## config.mk

```make
export PLATFORM = sky130hd
export DESIGN_NAME = button_event_ctrl_flat
export DESIGN_NICKNAME = d
export VERILOG_FILES = /design/src/rtl/button_event_ctrl_pkg.sv /design/src/rtl/button_event_ctrl_if.sv /design/src/rtl/button_event_ctrl_channel.sv /design/src/rtl/button_event_ctrl.sv /design/src/flat_wrapper.sv
export SDC_FILE = /design/constraint.sdc
export NUM_CORES = 1
export LEC_CHECK = 0
export BUFFER_PORTS_ARGS = -buffer_cell sky130_fd_sc_hd__buf_2
export CAP_MARGIN = 20
export CORE_ASPECT_RATIO = 1.75
export CORE_MARGIN = 2
export CORE_UTILIZATION = 35
export DETAILED_ROUTE_END_ITERATION = 6
export GPL_ROUTABILITY_DRIVEN = 0
export MAX_ROUTING_LAYER = met4
export PLACE_DENSITY = 0.54
export SETUP_SLACK_MARGIN = 0.05
export SYNTH_ARGS = -nofsm -noshare
export SYNTH_HDL_FRONTEND = slang
export SYNTH_SLANG_ARGS = --single-unit
export TNS_END_PERCENT = 100
```

## constraint.sdc

```tcl
create_clock -name clk -period 2.3 [get_ports clk]
set_clock_uncertainty 0.1 [all_clocks]
set_input_delay 0.115 -clock clk [delete_from_list [all_inputs] [get_ports clk]]
set_output_delay 0.115 -clock clk [all_outputs]
set_load 0.03 [all_outputs]
```

## src/rtl/button_event_ctrl_pkg.sv

```systemverilog
// Shared definitions for the button event controller: channel FSM encoding
// and counter sizing helpers.
package button_event_ctrl_pkg;

  typedef enum logic [1:0] {
    IDLE = 2'd0,
    LOCK = 2'd1,
    HELD = 2'd2
  } btn_state_e;

  // ceil(log2(value)), returning 0 for value <= 1
  function automatic int clog2(input int value);
    int w;
    int v;
    w = 0;
    v = value - 1;
    while (v > 0) begin
      w = w + 1;
      v = v >>> 1;
    end
    return w;
  endfunction

  // Width of a counter that must hold 0..max_count (at least 1 bit)
  function automatic int cnt_w(input int max_count);
    int w;
    w = clog2(max_count + 1);
    return (w < 1) ? 1 : w;
  endfunction

endpackage

```

## src/rtl/button_event_ctrl_if.sv

```systemverilog
// Button bundle: raw levels in, debounced levels and per-channel event pulses out.
interface button_event_ctrl_if #(
  parameter int N_BTN = 4
);
  logic [N_BTN-1:0] btn;
  logic [N_BTN-1:0] level;
  logic [N_BTN-1:0] press;
  logic [N_BTN-1:0] release_pulse;
  logic [N_BTN-1:0] long_press;
  logic [N_BTN-1:0] repeat_pulse;

  modport master (
    output btn,
    input  level, press, release_pulse, long_press, repeat_pulse
  );

  modport slave (
    input  btn,
    output level, press, release_pulse, long_press, repeat_pulse
  );
endinterface

```

## src/rtl/button_event_ctrl_channel.sv

```systemverilog
// One button channel: lockout debounce FSM with long-press and auto-repeat
// timing, all counting in shared ticks.
module button_channel
  import button_event_ctrl_pkg::*;
#(
  parameter int LOCK_TICKS   = 10,
  parameter int LONG_TICKS   = 25,
  parameter int REPEAT_TICKS = 5
) (
  input  logic clk,
  input  logic reset,
  input  logic tick,
  input  logic s,
  output logic level,
  output logic press,
  output logic release_pulse,
  output logic long_press,
  output logic repeat_pulse
);

  localparam int LW = cnt_w(LOCK_TICKS);
  localparam int HW = cnt_w(LONG_TICKS);
  localparam int RW = cnt_w(REPEAT_TICKS);
  localparam logic [LW-1:0] LOCK_LAST = LW'(LOCK_TICKS - 1);
  localparam logic [HW-1:0] HOLD_LAST = HW'(LONG_TICKS - 1);
  localparam logic [HW-1:0] HOLD_MAX  = HW'(LONG_TICKS);
  localparam logic [RW-1:0] REP_LAST  = RW'(REPEAT_TICKS - 1);

  btn_state_e    state, state_n;
  logic [LW-1:0] lock_cnt, lock_cnt_n;
  logic [HW-1:0] hold_cnt, hold_cnt_n;
  logic [RW-1:0] rep_cnt, rep_cnt_n;
  logic          level_n, press_n, release_n, long_n, repeat_n;
  logic          flip;

  always_comb begin
    state_n    = state;
    lock_cnt_n = lock_cnt;
    hold_cnt_n = hold_cnt;
    rep_cnt_n  = rep_cnt;
    level_n    = level;
    press_n    = 1'b0;
    release_n  = 1'b0;
    long_n     = 1'b0;
    repeat_n   = 1'b0;
    flip       = 1'b0;

    unique case (state)
      IDLE, HELD: begin
        if (s != level) begin
          flip = 1'b1;
        end else if (state == HELD && tick) begin
          // Hold count saturates at the threshold; the repeat phase then runs on its own modulo counter
          if (hold_cnt != HOLD_MAX) begin
            hold_cnt_n = hold_cnt + 1'b1;
            long_n     = (hold_cnt == HOLD_LAST);
          end else if (rep_cnt == REP_LAST) begin
            rep_cnt_n = '0;
            repeat_n  = 1'b1;
          end else begin
            rep_cnt_n = rep_cnt + 1'b1;
          end
        end
      end
      LOCK: begin
        if (tick) begin
          if (lock_cnt == LOCK_LAST) begin
            if (s == level) state_n = level ? HELD : IDLE;
            else            flip    = 1'b1;
          end else begin
            lock_cnt_n = lock_cnt + 1'b1;
          end
        end
      end
      default: state_n = IDLE;
    endcase

    // Any accepted level change restarts lockout and discards hold progress
    if (flip) begin
      state_n    = LOCK;
      level_n    = ~level;
      press_n    = ~level;
      release_n  = level;
      lock_cnt_n = '0;
      hold_cnt_n = '0;
      rep_cnt_n  = '0;
    end
  end

  always_ff @(posedge clk or posedge reset) begin
    if (reset) begin
      state         <= IDLE;
      lock_cnt      <= '0;
      hold_cnt      <= '0;
      rep_cnt       <= '0;
      level         <= 1'b0;
      press         <= 1'b0;
      release_pulse <= 1'b0;
      long_press    <= 1'b0;
      repeat_pulse  <= 1'b0;
    end else begin
      state         <= state_n;
      lock_cnt      <= lock_cnt_n;
      hold_cnt      <= hold_cnt_n;
      rep_cnt       <= rep_cnt_n;
      level         <= level_n;
      press         <= press_n;
      release_pulse <= release_n;
      long_press    <= long_n;
      repeat_pulse  <= repeat_n;
    end
  end

endmodule

```

## src/rtl/button_event_ctrl.sv

```systemverilog
// Multi-channel button controller: synchronizes raw buttons, generates the
// shared timing tick and runs one independent event channel per button.
module button_event_ctrl
  import button_event_ctrl_pkg::*;
#(
  parameter int N_BTN        = 4,
  parameter int TICK_DIV     = 4,
  parameter int LOCK_TICKS   = 10,
  parameter int LONG_TICKS   = 25,
  parameter int REPEAT_TICKS = 5
) (
  input  logic               clk,
  input  logic               reset,
  button_event_ctrl_if.slave bus
);

  localparam int TW = cnt_w(TICK_DIV - 1);
  localparam logic [TW-1:0] TICK_LAST = TW'(TICK_DIV - 1);

  logic [TW-1:0]    tick_cnt;
  logic             tick;
  logic [N_BTN-1:0] sync_a, sync_b;
  logic [N_BTN-1:0] level_v, press_v, release_v, long_v, repeat_v;

  assign tick = (tick_cnt == TICK_LAST);

  always_ff @(posedge clk or posedge reset) begin
    if (reset) begin
      tick_cnt <= '0;
      sync_a   <= '0;
      sync_b   <= '0;
    end else begin
      tick_cnt <= tick ? '0 : tick_cnt + 1'b1;
      sync_a   <= bus.btn;
      sync_b   <= sync_a;
    end
  end

  for (genvar i = 0; i < N_BTN; i++) begin : g_ch
    button_channel #(
      .LOCK_TICKS  (LOCK_TICKS),
      .LONG_TICKS  (LONG_TICKS),
      .REPEAT_TICKS(REPEAT_TICKS)
    ) u_ch (
      .clk          (clk),
      .reset        (reset),
      .tick         (tick),
      .s            (sync_b[i]),
      .level        (level_v[i]),
      .press        (press_v[i]),
      .release_pulse(release_v[i]),
      .long_press   (long_v[i]),
      .repeat_pulse (repeat_v[i])
    );
  end

  assign bus.level         = level_v;
  assign bus.press         = press_v;
  assign bus.release_pulse = release_v;
  assign bus.long_press    = long_v;
  assign bus.repeat_pulse  = repeat_v;

endmodule

```

## src/flat_wrapper.sv

```systemverilog
// flat-port wrapper written by rule: the top's interface ports become plain ports
module button_event_ctrl_flat import button_event_ctrl_pkg::*;
#(
  parameter int N_BTN        = 4,
  parameter int TICK_DIV     = 4,
  parameter int LOCK_TICKS   = 10,
  parameter int LONG_TICKS   = 25,
  parameter int REPEAT_TICKS = 5
)
  (clk, reset, bus_btn, bus_level, bus_press, bus_release_pulse, bus_long_press, bus_repeat_pulse);
  button_event_ctrl_if #(.N_BTN(N_BTN)) bus_i ();
  input  logic clk;
  input  logic reset;
  input wire logic [$bits(bus_i.btn)-1:0] bus_btn;
  output wire logic [$bits(bus_i.level)-1:0] bus_level;
  output wire logic [$bits(bus_i.press)-1:0] bus_press;
  output wire logic [$bits(bus_i.release_pulse)-1:0] bus_release_pulse;
  output wire logic [$bits(bus_i.long_press)-1:0] bus_long_press;
  output wire logic [$bits(bus_i.repeat_pulse)-1:0] bus_repeat_pulse;
  assign bus_i.btn = bus_btn;
  assign bus_level = bus_i.level;
  assign bus_press = bus_i.press;
  assign bus_release_pulse = bus_i.release_pulse;
  assign bus_long_press = bus_i.long_press;
  assign bus_repeat_pulse = bus_i.repeat_pulse;
  button_event_ctrl #(.N_BTN(N_BTN), .TICK_DIV(TICK_DIV), .LOCK_TICKS(LOCK_TICKS), .LONG_TICKS(LONG_TICKS), .REPEAT_TICKS(REPEAT_TICKS)) u_core (.clk(clk), .reset(reset), .bus(bus_i));
endmodule
```

==> reports/qor.yml, run 1 <==
status: "finished clean"
r2r_start: "u_core.g_ch[1].u_ch.hold_cnt[1]"
hold_violations: 0
antenna_cells: 0
die_h_microns: 153.7
drt_wl_total_microns: 8158
synth_area_sq_mm: 0.004481
rows: 54
slew_viol_final: 0
syn_inst: 430
max_freq_ghz: 0.5000
powerDensity_mw_per_mm2: 925.2
yosys.area.top_type: "dfrtp_1"
leakage_nw: 2.289
final_cell_mix: "dfrtp_1, nor2_1, ha_1"
synth_ff_type: "dfrtp_1"
track_usage: 0.1396
clock-sinks: 86
grt_pass1_wl_microns: 14810
viasPerCell: 4.947
nNetsFinal: 486
postCtsSetupRepairBufs: 0
first_global_vias: 3264
grt_max_degree: 41
crit_required_ns: 2.46
core_sq_mm: 0.01250
wl_per_cell_microns: 13.07
setup_viol: 0
drv_cap: 0
htreeDepth: 3
utilization: 0.4105
end_kind: "flop"
port_buffers: 25
grt_remaining_overflow: 0
fin_crit_ns: 2.000
cp_max_fo: 7
ant_nets: 0
synthDominantCellAreaShare: 0.4803
root_buffer: "clkbuf_16"
drtIter0Drc: 81
min_path_type: "reg2reg"
dp_hpwl_microns: 5855
hold_end: "u_core.sync_b[2]"
drt_pass1_iterations: 4
ios: 26
synth.area.top_cells: "dfrtp_1, ha_1, nor2_1"
start_kind: "flop"
clk_pin_slew_ns: 0.06
finalSetupTns_ns: 0
antenna_found_initial: 0
ys_ff_latch: 86
die_x_microns: 89.53
finalNonFillerCells: 624
slew_headroom: 0.5896
total_power_mw: 4.747
cts_tree: "done"
placed_cells: 603
vias: 3087
criticalPathCategory: "reg2reg"
rsz0062_at_grt: "false"
fin_crit_sh: 0.8695
r2r_slack_ns: 0.30
hp-start: "u_core.sync_a[2]"
place_area_sq_mm: 0.004718
cts_made_buffers: 9
design.die.area_sq_mm: 0.01376
clockBufferDepth: 2
async_reset_ff_frac: 1.000
synth-edff-count: 0
arrival_ns: 2.16
clk_latency_ns: 0.34
worstMarginPinSlew_ns: 0.6143
area_growth_pct: 14.52
fin_hold_ws_ns: 0.2421
hold_depth: 0
reg2reg_to: "u_core.g_ch[1].u_ch.rep_cnt[2]"
drc: 0
drive_gt1_frac: 0.1404
yosysWarnings: 0
syn_nets: 465
setup_slack_ns: 0.3001
ir_drop_uv: 415.1
r2r_cells: 6
layout_commonest_cell: "dfrtp_1"
ys_seq_area_frac: 0.4803
final_area_sq_mm: 0.005131
synth_cell_types: 48
syn_area_per_cell_sq_um: 10.42
place_ws_ns: 0.3314
initial_core_util: 0.3585
## layer usage
metal,wire [microns],vias to the layer above,part of all wire,global-route usage
li1,-,1513,-,-
met1,3206,1538,0.39,0.1466
met2,4631,25,0.57,0.2473
met3,150,11,0.018,0.02469
met4,170,0,0.021,0.06041
met5,0,-,0,-
## what timing repair did
item                                    in CTS  in global routing
endpoints found under the hold margin       27                  0
resized for setup                            0                  0
endpoints found under the setup margin       0                  0
hold buffers                                 5                  0
## cells in the mapped netlist, types with 2 or more instances
master,count
a211oi_1,5
a21oi_1,17
a21oi_2,2
a22oi_1,3
and2_1,2
and3_1,6
and3b_1,5
and4b_1,5
buf_2,6
buf_4,20
clkbuf_1,5
dfrtp_1,86
ha_1,29
inv_1,27
mux2_2,4
mux2i_1,15
nand2_1,19
nand2b_1,3
nand3_1,15
nand3b_1,13
nand4_1,7
nand4b_1,4
nor2_1,42
nor2b_1,3
nor3_1,6
nor3b_1,6
nor4_1,4
nor4b_1,2
o21a_1,2
o21ai_0,17
o21ai_1,2
o21bai_1,7
o22ai_1,2
o31a_1,2
or3_1,2
or3b_1,2
xnor2_1,12
xnor2_2,2
xor2_1,10
## cells by family after synthesis
family / synth area share
fa+ha+maj: 0.08098
xor+xnor: 0.05026
simple gates: 0.1824
compound gates: 0.09439
mux: 0.04356
flops: 0.4803
buf+inv: 0.06814
## final cells by class
type	instances	area [sq um]
Clock buffer	10	229.0
Sequential cell	86	2152
Inverter	27	105.1
Multi-Input combinational cell	285	2023
Tap cell	168	210.2
Clock inverter	6	133.9
Fill cell	1212	7368
Timing Repair Buffer	42	277.8
## report_power, final
| part | leakage, nW | internal, mW | total (mW) | switching, mW |
|---|---|---|---|---|
| Sequential | 1.12 | 1.74 | 2.02 | 0.282 |
| Clock | 0.177 | 1.17 | 1.76 | 0.588 |
| Combinational | 0.995 | 0.420 | 0.969 | 0.549 |
## critical path: stages, from the launching register on
cell	delay, ns
dfrtp_1	0.41
inv_1	0.09
ha_1	0.15
and4b_1	0.35
nand4_1	0.24
or3b_1	0.43
a21oi_1	0.16
## registers in the layout, indices dropped and copies added, names as in the netlist
signal and flops:
u_core.g_ch.u_ch.release_pulse 4, u_core.g_ch.u_ch.level 4, u_core.tick_cnt 2, u_core.g_ch.u_ch.repeat_pulse 4
u_core.g_ch.u_ch.lock_cnt 16, u_core.g_ch.u_ch.state 8, u_core.g_ch.u_ch.rep_cnt 12, u_core.g_ch.u_ch.long_press 4
u_core.sync_a 4, u_core.g_ch.u_ch.hold_cnt 20, u_core.sync_b 4, u_core.g_ch.u_ch.press 4
## how the worst max path moves through the flow
stage / startpoint / endpoint / cells past startpoint
3_5_place_dp: u_core.g_ch[1].u_ch.hold_cnt[1] / u_core.g_ch[1].u_ch.rep_cnt[2] / 6
4_1_cts: u_core.g_ch[1].u_ch.hold_cnt[1] / u_core.g_ch[1].u_ch.rep_cnt[2] / 6
5_1_grt: u_core.g_ch[1].u_ch.hold_cnt[1] / u_core.g_ch[1].u_ch.rep_cnt[2] / 6
6_report: u_core.g_ch[1].u_ch.hold_cnt[1] / u_core.g_ch[1].u_ch.rep_cnt[2] / 6
2_1_floorplan: u_core.g_ch[1].u_ch.hold_cnt[1] / u_core.g_ch[1].u_ch.rep_cnt[2] / 7
3_3_place_gp: u_core.g_ch[0].u_ch.level / u_core.g_ch[0].u_ch.rep_cnt[2] / 4
(Power assumes the default switching activity.)
==> inputs of run 2 (changes only) <==
--- a/config.mk
+++ b/config.mk
@@ -7,13 +7,15 @@
 export LEC_CHECK = 0
 export BUFFER_PORTS_ARGS = -buffer_cell sky130_fd_sc_hd__buf_2
 export CAP_MARGIN = 20
+export CELL_PAD_IN_SITES_DETAIL_PLACEMENT = 1
+export CELL_PAD_IN_SITES_GLOBAL_PLACEMENT = 2
 export CORE_ASPECT_RATIO = 1.75
 export CORE_MARGIN = 2
 export CORE_UTILIZATION = 35
 export DETAILED_ROUTE_END_ITERATION = 6
 export GPL_ROUTABILITY_DRIVEN = 0
 export MAX_ROUTING_LAYER = met4
-export PLACE_DENSITY = 0.54
+export PLACE_DENSITY = 0.74
 export SETUP_SLACK_MARGIN = 0.05
 export SYNTH_ARGS = -nofsm -noshare
 export SYNTH_HDL_FRONTEND = slang
==> run 2 against run 1 <==
  * Clock power down 20%
  * Die area unchanged
  * First-iteration DRC count rose by 12%
  * Worst setup slack got worse by 0.018 ns
  * Non-clock buffer count grew 1
  * Highest routed layer unchanged
==> reports/qor.yml, run 2 (same netlist as run 1, synthesis figures left out) <==
status: "finished clean"  # unchanged
min_path_type: "reg2reg"  # unchanged
r2r_cells: 6  # unchanged
drt_wl_total_microns: 9073  # was 8158 microns
die_h_microns: 153.7  # unchanged
hold_violations: 0  # unchanged
powerDensity_mw_per_mm2: 880.4  # was 925.2 mW/mm^2
clockBufferDepth: 2  # unchanged
criticalPathCategory: "reg2reg"  # unchanged
grt_pass1_wl_microns: 15580  # was 14810 microns
largest-register: "u_core.g_ch.u_ch.hold_cnt"  # unchanged
rsz0062_at_grt: "false"  # unchanged
drive_gt1_frac: 0.1422  # was 0.1404
regArea_sq_mm: 0.002152  # unchanged
arrival_ns: 2.18  # was 2.16 ns
nNetsFinal: 487  # was 486
max_freq_ghz: 0.4956  # was 0.5000 GHz
largest_reg_flops: 20  # unchanged
drtIter0Drc: 91  # was 81
core_sq_mm: 0.01250  # unchanged
initial_core_util: 0.3585  # unchanged
grt_remaining_overflow: 0  # unchanged
area_growth_pct: 13.01  # was 14.52%
slew_viol_final: 0  # unchanged
ios: 26  # unchanged
place_area_sq_mm: 0.004726  # was 0.004718 sq mm
end_kind: "flop"  # unchanged
antenna_cells: 0  # unchanged
drt_pass1_iterations: 4  # unchanged
root_buffer: "clkbuf_16"  # unchanged
multi_input_area_sq_mm: 0.002023  # unchanged
dp_hpwl_microns: 6443  # was 5855 microns
clock-sinks: 86  # unchanged
vias: 3115  # was 3087
first_global_vias: 3349  # was 3264
drv_cap: 0  # unchanged
port_buffers: 25  # unchanged
viasPerCell: 4.984  # was 4.947
design.die.area_sq_mm: 0.01376  # unchanged
grt_max_degree: 87  # was 41
ant_nets: 0  # unchanged
drc: 0  # unchanged
setup_viol: 0  # unchanged
clk_latency_ns: 0.33  # was 0.34 ns
n_fill_cell: 1405  # was 1212
worstMarginPinSlew_ns: 0.5735  # was 0.6143 ns
wl_per_cell_microns: 14.52  # was 13.07 microns
final_cell_mix: "dfrtp_1, nor2_1, ha_1"  # unchanged
ir_drop_uv: 412.7  # was 415.1 uV
fin_crit_sh: 0.8772  # was 0.8695
cts_made_buffers: 9  # unchanged
crit_required_ns: 2.46  # about the same
track_usage: 0.1479  # was 0.1396
die_x_microns: 89.53  # unchanged
rows: 54  # unchanged
finalSetupTns_ns: 0  # unchanged
antenna_found_initial: 0  # unchanged
clk_pin_slew_ns: 0.06  # about the same
fin_crit_ns: 2.018  # was 2.000 ns
final_area_sq_mm: 0.005064  # was 0.005131 sq mm
hold_depth: 0  # unchanged
layout_commonest_cell: "dfrtp_1"  # unchanged
cp_max_fo: 6  # was 7
r2r_slack_ns: 0.28  # was 0.30 ns
slew_headroom: 0.6158  # was 0.5896
leakage_nw: 2.258  # was 2.289 nW
cts-resized-gates: 0  # unchanged
reg.largest.list: "u_core.g_ch.u_ch.hold_cnt (20), u_core.g_ch.u_ch.lock_cnt (16), u_core.g_ch.u_ch.rep_cnt (12)"  # unchanged
start_kind: "flop"  # unchanged
htreeDepth: 3  # unchanged
cts_tree: "done"  # unchanged
==> run 2: power by group <==
part	internal (mW)	leakage (nW)	switching (mW)
registers	1.74	1.12	0.273
logic	0.439	0.999	0.598
clock network	0.818	0.142	0.593
total	2.99	2.26	1.46
==> run 2: layout make-up <==
| type | count | share of cell area |
|---|---|---|
| flip-flops and latches | 86 | 0.4250 |
| well taps | 168 | 0.04151 |
| clock inverters | 3 | 0.003459 |
| multi-input cells | 285 | 0.3996 |
| inverters | 27 | 0.02076 |
| repair buffers | 43 | 0.05634 |
| clock buffers | 13 | 0.05337 |
==> run 2: path summary, 6_finish.rpt <==
kind	startpoint	to
hold / removal	u_core.sync_a[3]	u_core.sync_b[3]
hold reg to reg	u_core.sync_a[3]	u_core.sync_b[3]
setup reg to reg	u_core.tick_cnt[0]	u_core.g_ch[0].u_ch.hold_cnt[4]
min in group asynchronous	reset	u_core.g_ch[1].u_ch.rep_cnt[2]
setup / recovery	u_core.tick_cnt[0]	u_core.g_ch[0].u_ch.hold_cnt[4]
max in group asynchronous	reset	u_core.g_ch[2].u_ch.repeat_pulse
==> run 2: worst max-delay path: stages, from the launching register on <==
cell and delay (ns):
dfrtp_1 0.36, ha_1 0.28, buf_4 0.19, nand2b_1 0.14, or3_1 0.49, a21oi_2 0.20
mux2i_1 0.19
==> run 2: per-layer routing <==
metal,vias up,global-route usage,part of all wire
met3,10,0.02630,0.017
met2,21,0.2670,0.56
met4,0,0.05046,0.017
met5,-,-,0
li1,1508,-,-
met1,1576,0.1570,0.40
==> run 2: repair_timing <==
action                                 in CTS  in global routing
buffers inserted                            0                  0
setup endpoints to repair                   0                  0
endpoints found under the hold margin      90                  0
hold buffers                                5                  0
==> run 2: through the flow <==
stage	setup WS [ns]	hold WS, ns	power (mW)	instances	utilization
final	0.2824	0.2480	4.458	625	0.4051
after global routing	0.1134	0.2548	4.730	625	0.4051
after CTS	0.2790	0.2507	4.537	625	0.4051
after detailed placement	0.2986	0.1252	3.090	604	0.3781
after global placement	0.3615	0.1232	3.033	604	0.3781
after floorplan	0.5119	0.04643	2.798	430	-
==> inputs of run 3 (changes only) <==
==> constraint.sdc (replaced) <==
create_clock -name clk -period 2.3 [get_ports clk]
set_clock_uncertainty 0.1 [all_clocks]
set_input_delay 0.345 -clock clk [delete_from_list [all_inputs] [get_ports clk]]
set_output_delay 0.345 -clock clk [all_outputs]
set_load 0.03 [all_outputs]
==> run 3 against run 2 <==
  * Routed wire length up 2.0%
  * Die area stayed put
  * Critical path depth unchanged
  * Critical endpoint is now u_core.g_ch[1].u_ch.rep_cnt[2]
==> reports/qor.yml, run 3 (same netlist as run 1, synthesis figures left out) <==
status: "finished clean"  # unchanged
max_stage_delay_ns: 0.42  # was 0.49 ns
first_global_vias: 3389  # was 3349
cts_made_buffers: 9  # unchanged
root_buffer: "clkbuf_16"  # unchanged
port_buffers: 25  # unchanged
dp_hpwl_microns: 6555  # was 6443 microns
grt_pass1_wl_microns: 15970  # was 15580 microns
cts_tree: "done"  # unchanged
r2r_start: "u_core.g_ch[1].u_ch.hold_cnt[1]"  # was u_core.tick_cnt[0]
rows: 54  # unchanged
fin_crit_sh: 0.8749  # was 0.8772
regArea_sq_mm: 0.002152  # unchanged
drt_wl_total_microns: 9253  # was 9073 microns
hold_depth: 1  # was 0
crit_family: "simple AND/OR/NAND/NOR gates"  # unchanged
setup_viol: 0  # unchanged
n_fill_cell: 1397  # was 1405
finalSetupTns_ns: 0  # unchanged
hp-start: "bus_btn[0]"  # was u_core.sync_a[3]
nNetsFinal: 486  # was 487
r2r_cells: 6  # unchanged
p_switching_mw: 1.452  # was 1.464 mW
rsz0062_at_grt: "false"  # unchanged
p_sw_frac: 0.3178  # was 0.3283
vias: 3107  # was 3115
die_h_microns: 153.7  # unchanged
p_clk_frac: 0.336  # was 0.316
multi_input_area_sq_mm: 0.002023  # unchanged
drt_pass1_iterations: 4  # unchanged
viasPerCell: 4.987  # was 4.984
drive_gt1_frac: 0.1407  # was 0.1422
end_kind: "flop"  # unchanged
grt_max_degree: 87  # unchanged
clockBufferDepth: 2  # unchanged
largest-register: "u_core.g_ch.u_ch.hold_cnt"  # unchanged
clk_latency_ns: 0.34  # was 0.33 ns
max_freq_ghz: 0.4969  # was 0.4956 GHz
combPwrFrac: 0.223  # was 0.233
fin_crit_ns: 2.012  # was 2.018 ns
ios: 26  # unchanged
grt_remaining_overflow: 0  # unchanged
die_x_microns: 89.53  # unchanged
wl_per_cell_microns: 14.85  # was 14.52 microns
critPathBufInv: 1  # unchanged
slew_viol_final: 0  # unchanged
area_growth_pct: 13.12  # was 13.01%
cts-resized-gates: 0  # unchanged
ant_nets: 0  # unchanged
layout_commonest_cell: "dfrtp_1"  # unchanged
ir_drop_uv: 350.6  # was 412.7 uV
criticalPathCategory: "reg2reg"  # unchanged
total_power_mw: 4.568  # was 4.458 mW
postCtsSetupRepairBufs: 0  # unchanged
antenna_cells: 0  # unchanged
track_usage: 0.1516  # was 0.1479
min_path_type: "in2reg"  # was reg2reg
slew_headroom: 0.5978  # was 0.6158
slowest_stage: "or3b_1"  # was or3_1
hold_end: "u_core.sync_a[0]"  # was u_core.sync_b[3]
powerDensity_mw_per_mm2: 901.2  # was 880.4 mW/mm^2
drc: 0  # unchanged
worstMarginPinSlew_ns: 0.6004  # was 0.5735 ns
intPower_mw: 3.116  # was 2.995 mW
initial_core_util: 0.3585  # unchanged
leakage_nw: 2.259  # was 2.258 nW
drv_cap: 0  # unchanged
design.die.area_sq_mm: 0.01376  # unchanged
antenna_found_initial: 0  # unchanged
hold_violations: 0  # unchanged
start_kind: "flop"  # unchanged
arrival_ns: 2.17  # was 2.18 ns
critical_path.cell_chain: "inv_1 -> ha_1 -> and4b_1 -> nand4_1 -> or3b_1 -> a21oi_1"  # was ha_1 -> buf_4 -> nand2b_1 -> or3_1 -> a21oi_2 -> mux2i_1
final_cell_mix: "dfrtp_1, nor2_1, ha_1"  # unchanged
drtIter0Drc: 143  # was 91
seqPwrFrac: 0.441  # was 0.451
clk_pin_slew_ns: 0.06  # about the same
cp_max_fo: 7  # was 6
largest_reg_flops: 20  # unchanged
crit_required_ns: 2.46  # about the same
reg.largest.list: "u_core.g_ch.u_ch.hold_cnt (20), u_core.g_ch.u_ch.lock_cnt (16), u_core.g_ch.u_ch.rep_cnt (12)"  # unchanged
reg2reg_to: "u_core.g_ch[1].u_ch.rep_cnt[2]"  # was u_core.g_ch[0].u_ch.hold_cnt[4]
clock-sinks: 86  # unchanged
core_sq_mm: 0.01250  # unchanged
htreeDepth: 3  # unchanged
r2r_slack_ns: 0.29  # was 0.28 ns
[run 3: worst max path at each step]
stage	startpoint	end	slack (ns)	depth (start not counted)
after floorplan	u_core.g_ch[1].u_ch.hold_cnt[1]	u_core.g_ch[1].u_ch.rep_cnt[2]	0.51	7
after global placement	u_core.g_ch[1].u_ch.hold_cnt[1]	u_core.g_ch[1].u_ch.rep_cnt[2]	0.39	6
after detailed placement	u_core.g_ch[1].u_ch.hold_cnt[1]	u_core.g_ch[1].u_ch.rep_cnt[2]	0.29	6
after CTS	u_core.g_ch[1].u_ch.hold_cnt[1]	u_core.g_ch[1].u_ch.rep_cnt[2]	0.27	6
after global routing	u_core.g_ch[1].u_ch.hold_cnt[1]	u_core.g_ch[1].u_ch.rep_cnt[2]	0.1	6
final	u_core.g_ch[1].u_ch.hold_cnt[1]	u_core.g_ch[1].u_ch.rep_cnt[2]	0.29	6
[run 3: power by group through the flow]
| stage | Clock, mW | Sequential, mW | Combinational [mW] |
|---|---|---|---|
| floorplan | 0 | 1.95 | 0.849 |
| global placement | 0 | 2.02 | 0.995 |
| detailed placement | 0 | 2.04 | 1.03 |
| CTS | 1.59 | 2.02 | 1.05 |
| global route | 1.65 | 2.06 | 1.16 |
| finish | 1.53 | 2.02 | 1.02 |
[run 3: timing repair]
action | 4_1_cts | 5_1_grt
hold endpoints to repair | 2 | 1
hold buffers | 2 | 1
endpoints found under the setup margin | 0 | 0
[run 3: metal layers]
metal	track usage	part of all wire
met3	0.02630	0.018
met1	0.1597	0.40
met4	0.06681	0.022
met5	-	0
met2	0.2677	0.56
[run 3: layout make-up]
cell class	count	area share
Sequential cell	86	0.4246
Multi-Input combinational cell	285	0.3992
Timing Repair Buffer	42	0.05381
Clock buffer	11	0.04591
Tap cell	168	0.04147
Inverter	27	0.02074
Clock inverter	4	0.01432
[run 3: stage by stage]
stage	instance area [sq um]	std cells	worst slack [ns]	hold WS, ns	utilization
after floorplan	4484	430	0.5119	0.2312	-
final	5069	623	0.2877	0.01089	0.4055
after CTS	5059	622	0.2702	0.0004981	0.4047
after global placement	4733	605	0.3895	0.2346	0.3787
after global routing	5069	623	0.09636	0.002438	0.4055
after detailed placement	4733	605	0.2949	0.2371	0.3787
[run 3: worst reg2reg max path, stage by stage (launching register included)]
cell and delay [ns]:
dfrtp_1 0.41, inv_1 0.09, ha_1 0.17, and4b_1 0.34
nand4_1 0.24, or3b_1 0.42, a21oi_1 0.16
